--- config.mk ---
export PLATFORM = sky130hd
export DESIGN_NAME = spi_target
export DESIGN_NICKNAME = d
export VERILOG_FILES = /design/src/rtl/spi_target.sv
export SDC_FILE = /design/constraint.sdc
export NUM_CORES = 1
export LEC_CHECK = 0
export BUFFER_PORTS_ARGS = -buffer_cell sky130_fd_sc_hd__buf_2
export CORE_AREA = 2 2 62 64
export CTS_BUF_LIST = sky130_fd_sc_hd__clkbuf_4
export CTS_CLUSTER_DIAMETER = 50
export DETAILED_ROUTE_END_ITERATION = 8
export DIE_AREA = 0 0 64 66
export PLACE_DENSITY = 0.8
export SYNTH_ARGS = -nofsm -noshare
export SYNTH_HDL_FRONTEND = slang
export SYNTH_SLANG_ARGS = --single-unit
--- constraint.sdc ---
create_clock -name MHZ48 -period 2.1 [get_ports MHZ48]
set_input_delay 0 -clock MHZ48 [delete_from_list [all_inputs] [get_ports MHZ48]]
set_output_delay 0 -clock MHZ48 [all_outputs]
set_load 0.01 [all_outputs]
--- src/rtl/spi_target.sv ---
// -----------------------------------------------------------------------------
// spi_target -- SPI mode-0 target (peripheral) running entirely in the MHZ48
// clock domain. The host-side pins are synchronized and edge-detected; a
// single-byte TX buffer feeds the outgoing shift register at each byte slot,
// and each completed incoming byte is presented on RXD with a RXVALID strobe.
//
// Ports
//   MHZ48    in   master clock, all state on rising edge
//   nRES     in   asynchronous active-low reset
//   nCS      in   host chip select (active-low, asynchronous)
//   SCLK     in   host SPI clock, mode 0 (asynchronous)
//   MOSI     in   host->target data, MSB first
//   MISO     out  target->host data, MSB first (1 while not selected)
//   MISO_OE  out  drive-enable for MISO (equals ACTIVE)
//   TXD      in   next byte to transmit
//   TXLOAD   in   1-cycle strobe capturing TXD into the TX buffer
//   TXRDY    out  TX buffer empty, TXLOAD will be accepted
//   TXUND    out  sticky: a byte slot started with an empty TX buffer
//   RXD      out  last complete received byte
//   RXVALID  out  1-cycle strobe, RXD updated
//   ACTIVE   out  synchronized chip select is asserted
// -----------------------------------------------------------------------------
module spi_target (
    input  logic       MHZ48,
    input  logic       nRES,
    input  logic       nCS,
    input  logic       SCLK,
    input  logic       MOSI,
    output logic       MISO,
    output logic       MISO_OE,
    input  logic [7:0] TXD,
    input  logic       TXLOAD,
    output logic       TXRDY,
    output logic       TXUND,
    output logic [7:0] RXD,
    output logic       RXVALID,
    output logic       ACTIVE
);

    // Synchronizer chains: bit 0 = first flop, bit 1 = synchronized value,
    // bit 2 = previous synchronized value used for edge detection.
    logic [2:0] ncs_q;
    logic [2:0] sclk_q;
    logic [2:0] mosi_q;

    logic       active_q;
    logic [2:0] cnt_q;
    logic       byte_done_q;   // at least one full byte seen in this selection
    logic [7:0] rx_q;
    logic [7:0] sh_q;
    logic [7:0] txbuf_q;
    logic       txrdy_q;
    logic       txund_q;
    logic [7:0] rxd_q;
    logic       rxvalid_q;

    logic       ncs_fall;
    logic       ncs_rise;
    logic       sclk_rise;
    logic       sclk_fall;
    logic       consume;
    logic       accept;
    logic [7:0] load_val;
    logic [7:0] rx_d;

    assign ncs_fall  = ~ncs_q[1] &  ncs_q[2];
    assign ncs_rise  =  ncs_q[1] & ~ncs_q[2];
    assign sclk_rise =  sclk_q[1] & ~sclk_q[2];
    assign sclk_fall = ~sclk_q[1] &  sclk_q[2];

    // A byte slot starts at selection and on the SCLK fall that closes a byte.
    assign consume = ncs_fall |
                     (active_q & ~ncs_rise & sclk_fall & (cnt_q == 3'd0) & byte_done_q);

    // A load coinciding with a slot start is taken even if the buffer was
    // full: the old contents leave for the shift register in the same cycle.
    assign accept   = TXLOAD & (txrdy_q | consume);
    assign load_val = txrdy_q ? 8'hFF : txbuf_q;

    // MOSI is taken from the third stage; it is one cycle older than the
    // detected SCLK edge, still deep inside the host's setup window.
    assign rx_d = {rx_q[6:0], mosi_q[2]};

    always_ff @(posedge MHZ48 or negedge nRES) begin
        if (!nRES) begin
            ncs_q       <= 3'b111;
            sclk_q      <= 3'b000;
            mosi_q      <= 3'b111;
            active_q    <= 1'b0;
            cnt_q       <= 3'd0;
            byte_done_q <= 1'b0;
            rx_q        <= 8'h00;
            sh_q        <= 8'h00;
            txbuf_q     <= 8'h00;
            txrdy_q     <= 1'b1;
            txund_q     <= 1'b0;
            rxd_q       <= 8'h00;
            rxvalid_q   <= 1'b0;
        end else begin
            ncs_q     <= {ncs_q[1:0], nCS};
            sclk_q    <= {sclk_q[1:0], SCLK};
            mosi_q    <= {mosi_q[1:0], MOSI};
            active_q  <= ~ncs_q[1];
            rxvalid_q <= 1'b0;

            if (ncs_rise) begin
                // Deselect: drop any partial byte, keep TX buffer and RXD.
                cnt_q       <= 3'd0;
                rx_q        <= 8'h00;
                sh_q        <= 8'h00;
                byte_done_q <= 1'b0;
            end else if (ncs_fall) begin
                cnt_q       <= 3'd0;
                rx_q        <= 8'h00;
                sh_q        <= load_val;
                byte_done_q <= 1'b0;
            end else if (active_q && sclk_rise) begin
                rx_q  <= rx_d;
                cnt_q <= cnt_q + 3'd1;
                if (cnt_q == 3'd7) begin
                    rxd_q       <= rx_d;
                    rxvalid_q   <= 1'b1;
                    byte_done_q <= 1'b1;
                end
            end else if (active_q && sclk_fall) begin
                if (cnt_q != 3'd0) begin
                    sh_q <= {sh_q[6:0], 1'b0};
                end else if (byte_done_q) begin
                    sh_q <= load_val;
                end
            end

            if (accept) begin
                txbuf_q <= TXD;
                txrdy_q <= 1'b0;
            end else if (consume) begin
                txrdy_q <= 1'b1;
            end

            // Underrun set wins over the clear from a simultaneous load.
            if (consume && txrdy_q) begin
                txund_q <= 1'b1;
            end else if (accept) begin
                txund_q <= 1'b0;
            end
        end
    end

    assign ACTIVE  = active_q;
    assign MISO_OE = active_q;
    assign MISO    = active_q ? sh_q[7] : 1'b1;
    assign TXRDY   = txrdy_q;
    assign TXUND   = txund_q;
    assign RXD     = rxd_q;
    assign RXVALID = rxvalid_q;

endmodule

-- Yosys cells after proc, flatten, opt, wreduce, memory -nomap -nowiden
Index checks and enable logic that the tools add are counted.
- mux-type cells: 26
- reduce and logical (&&, ||, !) cells: 14
- eq/ne operators: 2
- $add $sub $neg: 1
- bitwise gates (word level): 17
- operators with widths (cell ; count):
    8-bit two-way mux ; 7
    7-bit two-way mux ; 3
    1-bit two-way mux ; 13
    3-bit nonzero test ; 4
    1-bit bitwise AND ; 9
    3-bit two-way mux ; 3
    1-bit NOT ; 6
    4-bit AND reduction ; 1
    2-bit nonzero test ; 2
    4-bit nonzero test ; 1
    3-bit by 1-bit adder with 3-bit output, second input constant ; 1
    3-bit equality test, second input constant ; 1
    1-bit logical AND ; 3
    3-bit logical NOT ; 1
    3-bit inequality test, second input constant ; 1
    3-bit AND reduction ; 1
    1-bit bitwise OR ; 2
    2-bit AND reduction ; 1
- output and inout port bits: 14
- flip-flop bits (word level): 48

-- Depth between registers and ports, before layout
Gate-level depths: netlist of run 1.
- depth after elaboration: 12
- mapped depth: 8
- gate-level depth less buffers: 6

-- Worst setup path before layout of run 1
Ideal clock, no wire load.
- kind: register to register
- from: register ncs_q[1]
- to: register sh_q[0]
- buffers on the path: 1
- arrival: 1791 ps
- cell stages (with the launch flop): 8
- setup slack: 198 ps
- path through: dfstp_2 inv_1 ha_1 or4b_4 o22ai_4 buf_6 nand2_1 o41ai_1
- cells in the longest elaborated chain, start to end: 4
- elaborated cells between the ends (all ways): 9
- RTL lines (what ; line ; source):
    from (decl) ; 42 ; logic [2:0] ncs_q;
    from (signal assigned) ; 100 ; ncs_q <= {ncs_q[1:0], nCS};
    1-bit NOT ; 66 ; assign ncs_fall = ~ncs_q[1] & ncs_q[2];
    1-bit bitwise AND ; 66 ;
    3-bit inequality test (no line), or another cell as far along ; -- ;
    3-bit AND reduction (no line) or 8-bit two-way mux (tied branches) ; -- ;
    to (signal assigned) ; 115 ; sh_q <= load_val;
    to (signal assigned) ; 127 ; sh_q <= {sh_q[6:0], 1'b0};
    to (signal assigned) ; 129 ; sh_q <= load_val;
    to (decl) ; 50 ; logic [7:0] sh_q;
Parallel ways exist; a longest one is shown, timed or not.
A chain may end at the register's enable or synchronous reset.

-- Worst setup path after layout of run 1
Same ends and word-level chain as after synthesis.

==> summary.md, run 1 <==
| Metric | Value |
|---|---|
| Outcome | complete, no violations |
| Largest cells by area after synthesis | dfrtp_1 (51%), dfstp_2 (9.1%), mux2_4 (5.9%) |
| Layout Utilization | 68.9% |
| Grt total ovfl | 0 |
| I/O Pins | 28 |
| Number of diodes | 0 |
| Unique cell type count in the Yosys netlist | 31 |
| Dominant cell type by area after synthesis | dfrtp_1 |
| Max cap viols | 0 |
| Startpoint Class | flop |
| Vias in the first global route | 1390 |
| CTS tree | built |
| Largest net degree at the start of global routing | 31 |
| CTS max path bufs | 2 |
| Syn Nets | 181 |
| Fin crit period | 1960 ps |
| Setup-failing EPs final | 0 |
| H-Tree Depth | 2 |
| Row count | 22 |
| TritonCTS buffer count | 5 |
| Vias per cell | 5.16 |
| CTS Root Cell | clkbuf_4 |
| Cell family with most CP delay | simple AND/OR/NAND/NOR gates |
| Pre-CTS setup slack | 59.7 ps |
| Arrival @ worst endpoint | 2210 ps |
| Async SR Flop Fraction | 100% |
| # DRC | 0 |
| Antenna viol nets, final | 0 |
| Crit path kind | flop to flop |
| Critical Path RT | 2350 ps |
| RSZ-0062 raised after global routing | no |
| Top post-synthesis cells by count | dfrtp_1 (41), nand2_1 (26), nand3_1 (9) |
| DRT iter0 DRCs | 56 |
| Nature of the critical path endpoint | flop |
| Post-synthesis register bit count | 48 |
| Total track usage | 19.6% |
| Standby leakage power | 1.25 nW |
| Hold WS | 177 ps |
| Worst-path clk slew | 130 ps |
| Worst vdd ir | 572 µV |
| Setup TNS | 0 ps |
| Total Power | 0.00220 W |
| Clock Sinks | 48 |
| Nets@finish | 227 |
| Worst path cell trace | inv_1, ha_1, or4b_4, o22ai_4, buf_12, nand2_1, o41ai_1 |
| Die Wd | 64 µm |
| Die ar. | 4220 µm² |
| Area growth syn-to-layout | 20.5% |
| Smallest setup slack after layout | 145 ps |
| Slowest stage delay, CP | 570 ps |
| Synth Cell Area | 2030 µm² |
| Starting Density | 57.2% |
| Worst-path maximum fanout | 16 |
| Post-synth EDFFs | 0 |
| Count leader, synth | dfrtp_1 |
| Vias | 1327 |
| Worst-Margin Slew | 634 ps |
| Gp weighted congestion | 0.805 |
| Pwr per Cell Area | 897 nW/µm² |
| Final Skew | 5.85 ps |
| Antenna violations before repair | 0 |
| DRT Pass-1 Iters | 4 |
| Worst hold path class | input pin to asynchronous set/reset pin |
| Die height | 66 µm |
| Final WL | 3620 µm |
| # fillers | 255 |
| Bufs and invs on worst path | 2 |
| First-pass GRT wire length | 6240 µm |
| Clk_lat worst skew | 360 ps |
| Gate Count Post-Synth | 162 |
| Relative slew slack | 57.7% |
| Period utilisation layout | 93.1% |
| Top FF cell, synth | dfrtp_1 |
| Slowest library cell on the worst path | dfstp_2 |
| Detailed Place HPWL | 2560 µm |
| Final-report max-slew violation count | 0 |
| Yosys warns | 0 |
| Seq/Total Area, Yosys | 59.6% |
| Port buffer count | 27 |
| Area fraction of the dominant cell type after synthesis | 50.5% |
| Layout cell share with drive strength beyond 1 | 36.4% |
| Hold Vio Cnt, Final | 0 |
| F_max | 0.511 GHz |
| Synth Area per Inst | 12.5 µm² |
| Core area | 3550 µm² |
| WL per Instance | 14.1 µm |
[layout by cell type, fill, tap and decap left out, drive strengths merged, types with 2 or more instances in the layout]
master	netlist	routed
dfrtp	41	41
buf	4	33
nand2	26	26
mux2	16	16
dlygate4sd3	0	13
nand3	9	9
dfstp	7	7
or2	7	7
mux2i	7	7
o31ai	7	7
inv	6	6
clkbuf	3	6
nor2	5	5
ha	5	5
o21ai	4	4
nand2b	2	2
a21oi	2	2
[sequential cells by signal (all words and copies together) (netlist names)]
name,count
RXVALID,1
txbuf_q,8
sclk_q,3
ACTIVE,1
TXRDY,1
ncs_q,3
byte_done_q,1
cnt_q,3
rx_q,7
TXUND,1
sh_q,8
RXD,8
mosi_q,3
[what timing repair did]
item	CTS	global route
endpoints found under the setup margin	0	16
hold buffers	13	0
endpoints found under the hold margin	37	0
buffers inserted	0	1
gates resized for setup	0	1
[layer usage]
metal / global-route usage [%] / vias to the layer above / part of all wire, %
met5: 0 / - / 0
met4: 6.52 / 0 / 1.3
met2: 35.5 / 21 / 54
met3: 4.26 / 5 / 3.3
li1: - / 641 / -
met1: 23.2 / 660 / 41
[through the flow]
stage,cells,cell area (µm²)
4_1_cts,256,2430
3_3_place_gp,235,2220
3_5_place_dp,235,2220
6_report,257,2450
5_1_grt,257,2450
2_1_floorplan,162,2030
[cell type report]
class | instances | area, µm² | share of cell area (%)
clock inverter | 2 | 35.0 | 1.43
clock buffer | 6 | 45.0 | 1.84
multi-input combinational | 101 | 752 | 30.7
inverter | 6 | 22.5 | 0.920
timing repair buffer | 46 | 323 | 13.2
sequential | 48 | 1210 | 49.4
tap | 48 | 60.1 | 2.45
[kinds of logic after synthesis]
logic type                 Yosys count  share of synthesized area [%]
and+or+nand+nor                     55                           13.2
adders and majority gates            5                           3.08
AOI/OAI and AO/OA                   18                           6.96
buffers and inverters               13                           3.39
muxes                               23                           13.8
DFF                                 48                           59.6
[power by group]
group	internal, W	total (W)	switching (W)
clock network	0.000263	0.000537	0.000275
registers	0.00107	0.00116	0.0000860
logic	0.000264	0.000502	0.000238
total	0.00160	0.00220	0.000599
[worst paths after layout]
path	from	to	slack, ps	cells past startpoint
worst min-delay path	nRES	txbuf_q[6]$_DFFE_PN0P_	180	2
max in group asynchronous	nRES	mosi_q[2]$_DFF_PN1_	1260	3
worst min register to register	ncs_q[0]$_DFF_PN1_	ncs_q[1]$_DFF_PN1_	370	0
min in group MHZ48	MOSI	mosi_q[0]$_DFF_PN1_	270	2
worst max register to register	ncs_q[1]$_DFF_PN1_	sh_q[0]$_DFFE_PN0P_	140	7
worst max-delay path	ncs_q[1]$_DFF_PN1_	sh_q[0]$_DFFE_PN0P_	140	7
No activity file was read; power rests on OpenSTA's default activity.
==> run 2: changes to the inputs <==
Settings changed: ABC_AREA set to 1, PLACE_DENSITY 0.8 to 0.79.
==> run 2 against run 1 <==
Effect of this change: wire length up 15%; setup slack got worse by 94 ps; critical path depth is 1 higher; synthesized cell count grew 28%; first-iteration DRC count grew 54%; global-route usage is 1.7 points higher; via count grew 18%; clock skew grew 4.1 ps; cell count rose by 21%; area after synthesis down 1.5%; utilization grew 1.4 points; combinational power about the same; highest routed layer unchanged.
==> summary.md, run 2 <==
| Metric | Value |
|---|---|
| Outcome | complete, no violations |
| Hold Vio Cnt, Final | 0 |
| Placed instance area | 2190 µm² |
| Hold WS | 228 ps |
| Commonest non-fill, non-tap cell in the layout | nand2_1 |
| Worst path most repeated cell | nand3_4 |
| Critical Path RT | 2420 ps |
| Post-synthesis register bit count | 48 |
| Design area | 2500 µm² |
| Multi-input gate area | 709 µm² |
| Nature of the critical path endpoint | flop |
| Yosys warns | 0 |
| Grt total ovfl | 0 |
| Pwr per Cell Area | 829 nW/µm² |
| Syn Nets | 226 |
| Die Wd | 64 µm |
| Vias | 1562 |
| Layout cell share with drive strength beyond 1 | 23.6% |
| Unique cell type count in the Yosys netlist | 25 |
| DRT iter0 DRCs | 86 |
| Count leader, synth | nand2_1 |
| Top FF cell, synth | dfrtp_1 |
| Sequential cell area | 1210 µm² |
| Final-report max-slew violation count | 0 |
| Antenna violations before repair | 0 |
| Async SR Flop Fraction | 100% |
| Slowest stage delay, CP | 590 ps |
| CTS Root Cell | clkbuf_4 |
| Layout Utilization | 70.3% |
| Synth Area per Inst | 9.67 µm² |
| # DRC | 0 |
| P_sw | 0.000675 W |
| Seq/Total Area, Yosys | 60.5% |
| Number of diodes | 0 |
| Gate Count Post-Synth | 207 |
| Arrival @ worst endpoint | 2370 ps |
| Flop-to-flop setup slack | 50 ps |
| I/O Pins | 28 |
| F_max | 0.488 GHz |
| Sequential share of power | 55.3% |
| Largest cells by area after synthesis | dfrtp_1 (51%), nand2_1 (11%), dfstp_2 (9.2%) |
| Die ar. | 4220 µm² |
| Most frequent cells in the layout | nand2_1 (57), dfrtp_1 (41), buf_2 (27), inv_1 (21), dlygate4sd3_1 (21) |
| Pre-CTS setup slack | 442 ps |
| Antenna viol nets, final | 0 |
| Worst-Margin Slew | 571 ps |
| Clock Sinks | 48 |
| Share of power burned in the clock network | 20.6% |
| First-pass GRT wire length | 6760 µm |
| CTS max path bufs | 2 |
| Dominant cell type by area after synthesis | dfrtp_1 |
| WL per Instance | 13.3 µm |
| Switching share of power | 32.6% |
| Worst vdd ir | 571 µV |
| Period utilisation layout | 97.6% |
| Cell internal pwr | 0.00140 W |
| Setup-failing EPs final | 0 |
| Starting Density | 56.3% |
| Vias in the first global route | 1455 |
| Clk_lat worst skew | 370 ps |
| Startpoint Class | flop |
| Gp weighted congestion | 0.753 |
| Smallest setup slack after layout | 51.4 ps |
| Detailed Place HPWL | 2410 µm |
| Max cap viols | 0 |
| Fin crit period | 2050 ps |
| Row count | 22 |
| Worst-path maximum fanout | 5 |
| Core area | 3550 µm² |
| Synth Cell Area | 2000 µm² |
| Die height | 66 µm |
| DRT Pass-1 Iters | 4 |
| Crit path kind | flop to flop |
| Relative slew slack | 62.0% |
| Standby leakage power | 1.27 nW |
| Final WL | 4140 µm |
| Worst path cell trace | inv_1, ha_2, nor2_4, nand3_4, nand3_4, nand3_1, dlygate4sd3_1, nand2_1 |
| Port buffer count | 27 |
| Largest net degree at the start of global routing | 49 |
| H-Tree Depth | 2 |
| Vias per cell | 5.02 |
| Area fraction of the dominant cell type after synthesis | 51.3% |
| Worst hold path class | input pin to asynchronous set/reset pin |
| Top post-synthesis cells by count | nand2_1 (57), dfrtp_1 (41), inv_1 (21) |
| Final Skew | 9.98 ps |
| Post-synth EDFFs | 0 |
| Nets@finish | 281 |
| Gate power share | 24.1% |
| Total track usage | 21.3% |
| Worst-path clk slew | 140 ps |
| TritonCTS buffer count | 5 |
| CTS tree | built |
| Area growth syn-to-layout | 24.8% |
| Setup TNS | 0 ps |
| Slowest library cell on the worst path | dlygate4sd3_1 |
| # fillers | 268 |
## run 2: what timing repair did
action	CTS	global route
endpoints found under the setup margin	0	8
gates resized for setup	0	6
setup buffers	0	1
hold buffers	21	0
endpoints found under the hold margin	53	0
## run 2: worst paths after layout
check | startpoint | to | depth (start not counted)
min in group MHZ48 | SCLK | sclk_q[0]$_DFF_PN0_ | 2
max in group asynchronous | nRES | ncs_q[0]$_DFF_PN1_ | 3
max reg2reg | ncs_q[2]$_DFF_PN1_ | txbuf_q[5]$_DFFE_PN0P_ | 8
min reg2reg | sclk_q[0]$_DFF_PN0_ | sclk_q[1]$_DFF_PN0_ | 0
min | nRES | cnt_q[1]$_DFFE_PN0P_ | 3
max | ncs_q[2]$_DFF_PN1_ | txbuf_q[5]$_DFFE_PN0P_ | 8
## run 2: final cells by class
type                            count  share of cell area [%]
Sequential cell                    48                    48.4
Tap cell                           48                    2.40
Inverter                           23                    3.46
Clock inverter                      3                   0.752
Clock buffer                        5                    1.50
Timing Repair Buffer               52                    15.0
Multi-Input combinational cell    132                    28.4
## run 2: cells by family (layout without fill, tap and decap cells)
kind of cell	Yosys count	in the layout	synth area share [%]
AOI/OAI and AO/OA	29	29	8.19
adders and majority gates	5	5	3.13
buffers and inverters	28	83	5.94
DFF	48	48	60.5
and+or+nand+nor	97	98	22.3
## run 2: per-layer routing
metal	vias up	global-route usage, %	wire length (µm)
met5	-	0	0
met4	0	7.07	104
met3	11	4.77	204
met2	52	32.9	2020
met1	731	30.0	1810
li1	768	-	-
## run 2: per-stage QoR
stage | total power, W | cells
2_1_floorplan | 0.00147 | 207
3_3_place_gp | 0.00158 | 280
3_5_place_dp | 0.00161 | 280
4_1_cts | 0.00205 | 309
5_1_grt | 0.00222 | 311
6_report | 0.00207 | 311
## run 2: power groups by stage
stage	Combinational, W	Clock [W]	Sequential (W)
finish	0.000499	0.000427	0.00115
global route	0.000582	0.000473	0.00116
CTS	0.000479	0.000434	0.00114
detailed placement	0.000450	0	0.00116
global placement	0.000430	0	0.00115
floorplan	0.000335	0	0.00114
## run 2: worst max-delay path, delay by kind of cell (launching register included)
kind	cells	cell delay, ps
fa+ha+maj	1	220
buf+inv	2	630
flops	1	570
simple gates	5	570
==> run 3: changes to the inputs <==
Clock period 2.1 ns to 2.3 ns, I/O delays scaled along.
==> run 3 against run 2 <==
Effect of this change: critical path type unchanged; via count shrank 3.7%; largest power group unchanged; clock skew hardly changed; global-route usage decreased by 0.81 points; critical path depth did not move; die area unchanged; design area shrank 2.4%.
==> summary.md, run 3 (same netlist as run 2, synthesis figures left out) <==
| Metric | Value |
|---|---|
| TritonCTS buffer count | 5 |
| Worst-path maximum fanout | 10 |
| Reg2reg path depth | 8 |
| Largest net degree at the start of global routing | 47 |
| Clock Sinks | 48 |
| Final-report max-slew violation count | 0 |
| Critical Path RT | 2610 ps |
| Detailed Place HPWL | 2260 µm |
| Worst vdd ir | 506 µV |
| Post-CTS sizing | 0 |
| # hold bufs at CTS | 21 |
| Outcome | complete, no violations |
| F_max | 0.466 GHz |
| Row count | 22 |
| Postcts setup bufs | 0 |
| Relative slew slack | 35.6% |
| Worst setup path end | txbuf_q[7]$_DFFE_PN0P_ |
| Setup-failing EPs final | 0 |
| Worst hold path class | input pin to flop |
| I/O Pins | 28 |
| Die ar. | 4220 µm² |
| Period utilisation layout | 93.3% |
| Total Power | 0.00185 W |
| Vias | 1504 |
| DRT iter0 DRCs | 55 |
| Metal-1 WL | 1770 µm |
| Startpoint Class | flop |
| R2r endpoint | txbuf_q[7]$_DFFE_PN0P_ |
| Number of diodes | 0 |
| Most frequent cells in the layout | nand2_1 (57), dfrtp_1 (41), buf_2 (27), inv_1 (21), dlygate4sd3_1 (21) |
| Final WL | 3730 µm |
| Crit path kind | flop to flop |
| Nature of the critical path endpoint | flop |
| Starting Density | 56.3% |
| Nets@finish | 277 |
| Layout cell share with drive strength beyond 1 | 20.8% |
| Metal3 WL | 129 µm |
| Critical Path Start | ncs_q[2]$_DFF_PN1_ |
| Area growth syn-to-layout | 21.8% |
| # DRC | 0 |
| CTS tree | built |
| Standby leakage power | 1.24 nW |
| Antenna viol nets, final | 0 |
| CTS max path bufs | 2 |
| Die Wd | 64 µm |
| Die height | 66 µm |
| RSZ-0062 raised after global routing | no |
| Antenna violations before repair | 0 |
| CTS Root Cell | clkbuf_4 |
| # fillers | 256 |
| Hold WS | 274 ps |
| Pwr per Cell Area | 758 nW/µm² |
| Layout Utilization | 68.6% |
| Flop-to-flop setup slack | 150 ps |
| Arrival @ worst endpoint | 2450 ps |
| Worst-path clk slew | 130 ps |
| Max layer used | met4 |
| R2R Path Start | ncs_q[2]$_DFF_PN1_ |
| Fin crit period | 2150 ps |
| Met2 routed WL | 1750 µm |
| H-Tree Depth | 2 |
| DRT Pass-1 Iters | 4 |
| Gp weighted congestion | 0.723 |
| Hold Vio Cnt, Final | 0 |
| Worst-Margin Slew | 967 ps |
| Port buffer count | 27 |
| First-pass GRT wire length | 6440 µm |
| Commonest non-fill, non-tap cell in the layout | nand2_1 |
| Max cap viols | 0 |
| Vias in the first global route | 1472 |
| WL per Instance | 12.1 µm |
| Total track usage | 20.5% |
| Vias per cell | 4.90 |
| Clk_lat worst skew | 360 ps |
| Core area | 3550 µm² |
| Final Skew | 9.70 ps |
| Grt total ovfl | 0 |
| Setup TNS | 0 ps |
run 3: layout make-up:
| class | count | area, µm² | area share (%) |
|---|---|---|---|
| clock buffers | 6 | 45.0 | 1.85 |
| flip-flops and latches | 48 | 1210 | 49.6 |
| repair buffers | 49 | 353 | 14.5 |
| multi-input cells | 131 | 672 | 27.6 |
| clock inverters | 2 | 11.3 | 0.462 |
| inverters | 23 | 86.3 | 3.54 |
| well taps | 48 | 60.1 | 2.46 |
run 3: critical path: stages (launching register included):
cell and delay (ps):
dfstp_2 560, inv_1 40, ha_1 260, nor2_1 160, nand3_2 130, nand3_4 150, nand3_1 120, dlygate4sd3_1 590
nand2_1 80
run 3: worst min-delay path by stage:
| stage | startpoint | end | depth (start not counted) |
|---|---|---|---|
| final | SCLK | sclk_q[0]$_DFF_PN0_ | 2 |
| after global placement | MOSI | mosi_q[0]$_DFF_PN1_ | 1 |
| after detailed placement | nCS | ncs_q[0]$_DFF_PN1_ | 1 |
| after CTS | nCS | ncs_q[0]$_DFF_PN1_ | 2 |
| after floorplan | nRES | ACTIVE$_DFF_PN0_ | 0 |
| after global routing | SCLK | sclk_q[0]$_DFF_PN0_ | 2 |
run 3: per-stage QoR:
stage / cells / setup WS [ps] / area [µm²]
finish: 307 / 154 / 2440
detailed placement: 278 / 514 / 2170
CTS: 307 / 234 / 2440
global route: 307 / 32.5 / 2440
floorplan: 207 / 694 / 2000
global placement: 278 / 549 / 2170
run 3: power by group:
part / internal (W) / total (W) / switching (W)
clock: 0.000128 / 0.000379 / 0.000250
sequential: 0.000974 / 0.00104 / 0.0000685
combinational: 0.000169 / 0.000425 / 0.000256
total: 0.00127 / 0.00185 / 0.000575
run 3: per-layer routing:
layer	up-vias	global-route usage (%)
met2	31	31.3
met4	0	9.78
met1	706	27.2
li1	758	-
met3	9	5.79
met5	-	0
